## src/rtl/t_alias_resolver_if.sv

```systemverilog
// Request/response bundle for the alias resolver: union declarations, root queries
// and the status outputs.
interface t_alias_resolver_if #(
   parameter int unsigned IDW  = 3,
   parameter int unsigned CNTW = 8
);
   logic            union_valid;
   logic            union_ready;
   logic [IDW-1:0]  union_a;
   logic [IDW-1:0]  union_b;
   logic            union_done;
   logic            union_redundant;
   logic            query_valid;
   logic            query_ready;
   logic [IDW-1:0]  query_id;
   logic            resp_valid;
   logic [IDW-1:0]  resp_root;
   logic [CNTW-1:0] redundant_count;
   logic            busy;

   modport master (
      output union_valid, union_a, union_b, query_valid, query_id,
      input  union_ready, union_done, union_redundant, query_ready,
             resp_valid, resp_root, redundant_count, busy
   );

   modport slave (
      input  union_valid, union_a, union_b, query_valid, query_id,
      output union_ready, union_done, union_redundant, query_ready,
             resp_valid, resp_root, redundant_count, busy
   );
endinterface

```

## src/rtl/t_alias_resolver.sv

```systemverilog
// Sequential union-find over NNETS net IDs; roots are kept at the minimum index of
// each class so query answers do not depend on declaration order.
module t_alias_resolver #(
   parameter int unsigned NNETS = 8,
   parameter int unsigned IDW   = $clog2(NNETS),
   parameter int unsigned CNTW  = 8
) (
   input  logic               clk,
   input  logic               rst,
   t_alias_resolver_if.slave  bus
);

   typedef enum logic [2:0] {IDLE, FA, FB, LINK, DONE, QF} state_t;

   localparam logic [CNTW-1:0] CNT_MAX = '1;

   state_t          state, state_n;
   logic [IDW-1:0]  parent [NNETS];
   logic [IDW-1:0]  cur, cur_n;
   logic [IDW-1:0]  b_q, b_n;
   logic [IDW-1:0]  ra, ra_n;
   logic [IDW-1:0]  rb, rb_n;
   logic            red_q, red_n;
   logic            link_we;
   logic [IDW-1:0]  link_hi, link_lo;
   logic [IDW-1:0]  pcur;

   logic            union_ready_q, union_ready_n;
   logic            busy_q, busy_n;
   logic            done_q, done_n;
   logic            ured_q, ured_n;
   logic            pend_q, pend_n;
   logic            rvalid_q;
   logic [IDW-1:0]  root_q, root_n;
   logic [CNTW-1:0] cnt_q, cnt_n;

   // Out-of-range IDs wrap modulo NNETS (at most one subtraction is ever needed).
   function automatic logic [IDW-1:0] wrap(input logic [IDW-1:0] x);
      if (32'(x) >= NNETS) return IDW'(32'(x) - NNETS);
      return x;
   endfunction

   assign pcur    = parent[cur];
   assign link_hi = (ra > rb) ? ra : rb;
   assign link_lo = (ra > rb) ? rb : ra;

   // Next-state and registered-output computation
   always_comb begin
      state_n = state;
      cur_n   = cur;
      b_n     = b_q;
      ra_n    = ra;
      rb_n    = rb;
      red_n   = red_q;
      link_we = 1'b0;
      done_n  = 1'b0;
      ured_n  = 1'b0;
      pend_n  = 1'b0;
      root_n  = root_q;
      cnt_n   = cnt_q;
      case (state)
         IDLE: begin
            if (bus.union_valid) begin
               state_n = FA;
               cur_n   = wrap(bus.union_a);
               b_n     = wrap(bus.union_b);
            end else if (bus.query_valid) begin
               state_n = QF;
               cur_n   = wrap(bus.query_id);
            end
         end
         FA: begin
            if (pcur == cur) begin
               ra_n    = cur;
               cur_n   = b_q;
               state_n = FB;
            end else begin
               cur_n = pcur;
            end
         end
         FB: begin
            if (pcur == cur) begin
               rb_n    = cur;
               state_n = LINK;
            end else begin
               cur_n = pcur;
            end
         end
         LINK: begin
            red_n   = (ra == rb);
            link_we = (ra != rb);
            state_n = DONE;
         end
         DONE: begin
            done_n  = 1'b1;
            ured_n  = red_q;
            if (red_q && (cnt_q != CNT_MAX)) cnt_n = cnt_q + CNTW'(1);
            state_n = IDLE;
         end
         QF: begin
            if (pcur == cur) begin
               root_n  = cur;
               pend_n  = 1'b1;
               state_n = IDLE;
            end else begin
               cur_n = pcur;
            end
         end
         default: state_n = IDLE;
      endcase
      busy_n        = (state_n != IDLE);
      union_ready_n = (state_n == IDLE);
   end

   always_ff @(posedge clk or posedge rst) begin
      if (rst) begin
         state         <= IDLE;
         cur           <= '0;
         b_q           <= '0;
         ra            <= '0;
         rb            <= '0;
         red_q         <= 1'b0;
         union_ready_q <= 1'b1;
         busy_q        <= 1'b0;
         done_q        <= 1'b0;
         ured_q        <= 1'b0;
         pend_q        <= 1'b0;
         rvalid_q      <= 1'b0;
         root_q        <= '0;
         cnt_q         <= '0;
      end else begin
         state         <= state_n;
         cur           <= cur_n;
         b_q           <= b_n;
         ra            <= ra_n;
         rb            <= rb_n;
         red_q         <= red_n;
         union_ready_q <= union_ready_n;
         busy_q        <= busy_n;
         done_q        <= done_n;
         ured_q        <= ured_n;
         pend_q        <= pend_n;
         rvalid_q      <= pend_q;
         root_q        <= root_n;
         cnt_q         <= cnt_n;
      end
   end

   // Parent table: identity on reset, so an aborted union leaves no partial link.
   always_ff @(posedge clk or posedge rst) begin
      if (rst) begin
         for (int i = 0; i < NNETS; i++) parent[i] <= IDW'(i);
      end else if (link_we) begin
         parent[link_hi] <= link_lo;
      end
   end

   assign bus.union_ready     = union_ready_q;
   assign bus.query_ready     = union_ready_q & ~bus.union_valid;
   assign bus.union_done      = done_q;
   assign bus.union_redundant = ured_q;
   assign bus.resp_valid      = rvalid_q;
   assign bus.resp_root       = root_q;
   assign bus.redundant_count = cnt_q;
   assign bus.busy            = busy_q;

endmodule
```

## src/flat_wrapper.sv

```systemverilog
// flat-port wrapper written by rule: the top's interface ports become plain ports
module t_alias_resolver_flat 
#(
   parameter int unsigned NNETS = 8,
   parameter int unsigned IDW   = $clog2(NNETS),
   parameter int unsigned CNTW  = 8
)
  (clk, rst, bus_union_valid, bus_union_a, bus_union_b, bus_query_valid, bus_query_id, bus_union_ready, bus_union_done, bus_union_redundant, bus_query_ready, bus_resp_valid, bus_resp_root, bus_redundant_count, bus_busy);
  t_alias_resolver_if #(.IDW(IDW), .CNTW(CNTW)) bus_i ();
  input  logic clk;
  input  logic rst;
  input wire logic [$bits(bus_i.union_valid)-1:0] bus_union_valid;
  input wire logic [$bits(bus_i.union_a)-1:0] bus_union_a;
  input wire logic [$bits(bus_i.union_b)-1:0] bus_union_b;
  input wire logic [$bits(bus_i.query_valid)-1:0] bus_query_valid;
  input wire logic [$bits(bus_i.query_id)-1:0] bus_query_id;
  output wire logic [$bits(bus_i.union_ready)-1:0] bus_union_ready;
  output wire logic [$bits(bus_i.union_done)-1:0] bus_union_done;
  output wire logic [$bits(bus_i.union_redundant)-1:0] bus_union_redundant;
  output wire logic [$bits(bus_i.query_ready)-1:0] bus_query_ready;
  output wire logic [$bits(bus_i.resp_valid)-1:0] bus_resp_valid;
  output wire logic [$bits(bus_i.resp_root)-1:0] bus_resp_root;
  output wire logic [$bits(bus_i.redundant_count)-1:0] bus_redundant_count;
  output wire logic [$bits(bus_i.busy)-1:0] bus_busy;
  assign bus_i.union_valid = bus_union_valid;
  assign bus_i.union_a = bus_union_a;
  assign bus_i.union_b = bus_union_b;
  assign bus_i.query_valid = bus_query_valid;
  assign bus_i.query_id = bus_query_id;
  assign bus_union_ready = bus_i.union_ready;
  assign bus_union_done = bus_i.union_done;
  assign bus_union_redundant = bus_i.union_redundant;
  assign bus_query_ready = bus_i.query_ready;
  assign bus_resp_valid = bus_i.resp_valid;
  assign bus_resp_root = bus_i.resp_root;
  assign bus_redundant_count = bus_i.redundant_count;
  assign bus_busy = bus_i.busy;
  t_alias_resolver #(.NNETS(NNETS), .IDW(IDW), .CNTW(CNTW)) u_core (.clk(clk), .rst(rst), .bus(bus_i));
endmodule
```

## config.mk

```make
export PLATFORM = sky130hd
export DESIGN_NAME = t_alias_resolver_flat
export DESIGN_NICKNAME = d
export VERILOG_FILES = /design/src/rtl/t_alias_resolver_if.sv /design/src/rtl/t_alias_resolver.sv /design/src/flat_wrapper.sv
export SDC_FILE = /design/constraint.sdc
export NUM_CORES = 1
export LEC_CHECK = 0
export ABC_AREA = 1
export ABC_CLOCK_PERIOD_IN_PS = 5050
export BUFFER_PORTS_ARGS = -buffer_cell sky130_fd_sc_hd__buf_2
export CAP_MARGIN = 20
export CORE_ASPECT_RATIO = 0.5
export CORE_MARGIN = 10
export CORE_UTILIZATION = 25
export CTS_BUF_LIST = sky130_fd_sc_hd__clkbuf_4 sky130_fd_sc_hd__clkbuf_8
export CTS_CLUSTER_SIZE = 12
export DETAILED_ROUTE_END_ITERATION = 12
export PLACE_DENSITY = 0.36
export SLEW_MARGIN = 40
export SYNTH_ARGS = -nofsm -noshare
export SYNTH_HDL_FRONTEND = slang
export SYNTH_SLANG_ARGS = --single-unit
```

## constraint.sdc

```tcl
create_clock -name clk -period 5.05 [get_ports clk]
set_input_delay 0.2525 -clock clk [delete_from_list [all_inputs] [get_ports clk]]
set_output_delay 0.2525 -clock clk [all_outputs]
set_load 0.005 [all_outputs]
```

==> results.toml <==
[run_status]
run_status = "finished, violations left"
violations = "hold timing"

[synthesis]
syn-cell-area_sq_mm = 0.002989
avgSynthCellArea_sq_um = 8.101
synth_seq_cells = 57
synth_edf_count = 0
synth-async-reset-ratio_pct = 100.0
syn_inst = 369
synth_flop_cell = "dfrtp_1"
yosysUniqueCellTypes = 34
yosys_warnings = 0
ys_seq_area_share_pct = 48.26
synth_nets = 386

[grt]
antenna_found_initial = 0
grt.total_usage_pct = 9.630
grt_first_pass_wirelength_um = 13100
grt_pass1_vias = 2489
grt_max_degree = 58
gr-total-overflow = 0

[cts]
cts_tree = "done"
insertion_delay_ns = 0.35
clk_transition_reported_paths_ns = 0.07
postCtsHoldBufs = 0
cts_buffers = 9
cts_htree_levels = 3
postCtsSetupBuffers = 0
cts_root_buf = "clkbuf_8"
post_cts_resized = 0
clockBufferDepth = 2
clock-sinks = 57

[layout]
regArea_sq_mm = 0.001443
antenna_cells = 0
utilization_pct = 30.07
stdcell_count = 575
area_growth_pct = 18.08
fillers = 1239
fin_area_sq_mm = 0.003530
multi_input_area_sq_mm = 0.001303
nets = 422
final_layout_size_suffix_gt1_share_pct = 22.68

[floorplanning]
rows = 28
io_pins = 30
core_region_area_sq_mm = 0.01174
die_area_sq_mm = 0.01700
die_height_um = 97.32
dieWidth_um = 174.6
start_util_pct = 25.47

[sta]
slew_viol_final = 0
period_share_pct = 49.35
final_hold_viol_count = 2
setup_violations = 0
fmax_ghz = 0.4012
finClkSkew_ns = 0.01035
finalSetupTns_ns = 0
rsz0062_at_grt = "no"
min_period_ns = 2.492
whs_ns = -0.004384
worst_pin_slew_ns = 0.6473
relSlewSlack_pct = 56.39

[worst_setup_path]
path_class = "flip-flop to flip-flop"
worstSetupEndpointType = "flip-flop"
cp_cell_sequence = "inv_1, ha_1, a21oi_1, o21ai_2, o21ai_0, nand2_1, nor2_2, mux2_1"
cp.buffers_inverters = 1
cp.required_ns = 5.28
slowest_delay_ns = 0.54
crit_arrival_ns = 2.72
worstPathMaxFanout = 5
cp-start-kind = "flip-flop"
crit_family = "compound AO/OA/AOI/OAI gates"
crit_slowest_cell = "o21ai_0"

[power]
intPower_mw = 1.210
power_frac_clock_pct = 20.7
switching_power_mw = 1.028
p_sw_share_pct = 45.94
combPwrFrac_pct = 47.3
leakage_nw = 1.721
max-vdd-ir-drop_mv = 0.1495
cellPowerDensity_mw_per_mm2 = 633.9
p_seq_share_pct = 31.9

[worst_hold_path]
hold_path_class = "input pin to async pin"

[routing]
finalWirelength_um = 7821
dr.pass1.iters = 4
avgViaCountPerCell = 4.254
ant_nets = 0
drtIter0Drc = 126
vias = 2446
drc = 0
wire_per_inst_um = 13.60

[placement]
dp.cells = 559
place_congestion = 0.7943
port_buffers = 29
placed_area_sq_mm = 0.003307
dp.final_hpwl_um = 5716

[flow_run]
cap_violations = 0
[flip-flops by register name, summed over array words and instances (netlist names)]
signal and count:
u_core.cur 3, u_core.rb 3, u_core.bus.resp_root 3, u_core.b_q 3, u_core.pend_q 1, u_core.bus.union_done 1
u_core.red_q 1, u_core.bus.redundant_count 8, u_core.bus.resp_valid 1, u_core.ra 3, u_core.bus.busy 1, u_core.bus.union_redundant 1
u_core.bus.union_ready 1, u_core.parent 24, u_core.state 3
[synth_stat cells (3+ instances only)]
library cell / count / area share (%)
inv_1: 48 / 6.0
xnor2_1: 3 / 0.88
dfstp_2: 13 / 11
nand3_2: 3 / 1.0
dfrtp_1: 44 / 37
nand3_1: 30 / 5.0
a21oi_1: 5 / 0.84
nor2_4: 3 / 1.1
buf_6: 3 / 1.1
xor2_1: 4 / 1.2
nor2_1: 25 / 3.1
ha_1: 4 / 1.7
inv_2: 4 / 0.50
o21ai_0: 35 / 5.9
nand2_1: 106 / 13
nand2_2: 8 / 1.7
o21ai_1: 5 / 0.84
[final cells by class]
class / count / area share (%)
multi-input combinational: 253 / 36.90
clock buffer: 14 / 5.105
clock inverter: 2 / 0.9926
timing repair buffer: 30 / 4.431
inverter: 54 / 5.849
tap: 165 / 5.849
sequential: 57 / 40.87
[power groups by stage]
stage	Clock [mW]	Sequential (mW)	Combinational, mW
floorplan	0	0.672	0.824
global placement	0	0.724	1.05
detailed placement	0	0.722	1.06
CTS	0.481	0.715	1.06
global route	0.498	0.735	1.22
finish	0.464	0.714	1.06
[layout by cell type (no fill, tap or decap), types with 2 or more instances in the layout]
cell	Yosys	routed
nand3_2	3	3
nand3_4	2	2
dfstp_2	13	13
o21ai_1	5	2
nand2_2	8	8
buf_2	0	29
nor3_1	2	2
a21oi_1	5	5
inv_2	4	5
nand4_1	2	2
inv_1	48	47
nor2_4	3	3
a31oi_1	2	2
o21ai_0	35	35
dfrtp_1	44	44
nand2_4	2	2
nand2_1	106	106
ha_1	4	4
clkinv_2	1	2
xnor2_1	3	3
nor2_1	25	25
nand3b_1	2	2
o21ai_2	1	4
clkbuf_4	0	2
nand3_1	30	30
xor2_1	4	4
clkbuf_8	0	12
mux2_2	2	2
nor2_2	2	2
[worst min-delay path, delay by kind of cell]
family / cells / cell delay (ns)
buffers and inverters: 3 / 0.54
[path summary, 6_finish.rpt]
path	startpoint	endpoint	slack (ns)	depth (start not counted)
setup / recovery	u_core.rb[2]	u_core.parent[23]	2.56	8
hold / removal	rst	u_core.bus.resp_valid	-0.004	3
setup reg to reg	u_core.rb[2]	u_core.parent[23]	2.56	8
hold reg to reg	u_core.pend_q	u_core.bus.resp_valid	0.36	0
max in group asynchronous	rst	u_core.parent[4]	4.61	3
min in group clk	bus_union_b[0]	u_core.b_q[0]	0.13	2
[logic make-up (layout without fill, tap and decap cells)]
kind of cell             after synthesis  in the layout  synth area share (%)
flip-flops                            57             57                 48.26
AO/OA/AOI/OAI                         51             51                 9.041
adder cells (fa/ha/maj)                4              4                 1.674
buffers and inverters                 59            100                 8.539
multiplexers                           3              3                 1.130
XOR/XNOR                               7              7                 2.051
AND/OR/NAND/NOR                      188            188                 29.30
[through the flow]
step / total power, mW / setup WS, ns
2_1_floorplan: 1.497 / 3.058
3_3_place_gp: 1.777 / 2.665
3_5_place_dp: 1.780 / 2.679
4_1_cts: 2.257 / 2.650
5_1_grt: 2.456 / 2.465
6_report: 2.237 / 2.558
[layer usage]
| metal | up-vias | GRT usage (%) | wire length, um |
|---|---|---|---|
| met5 | - | 0 | 0 |
| met4 | 0 | 3.368 | 94 |
| met3 | 11 | 3.297 | 324 |
| met2 | 34 | 14.27 | 3385 |
| met1 | 1159 | 12.70 | 4016 |
| li1 | 1242 | - | - |
No activity file was read; power rests on OpenSTA's default activity.
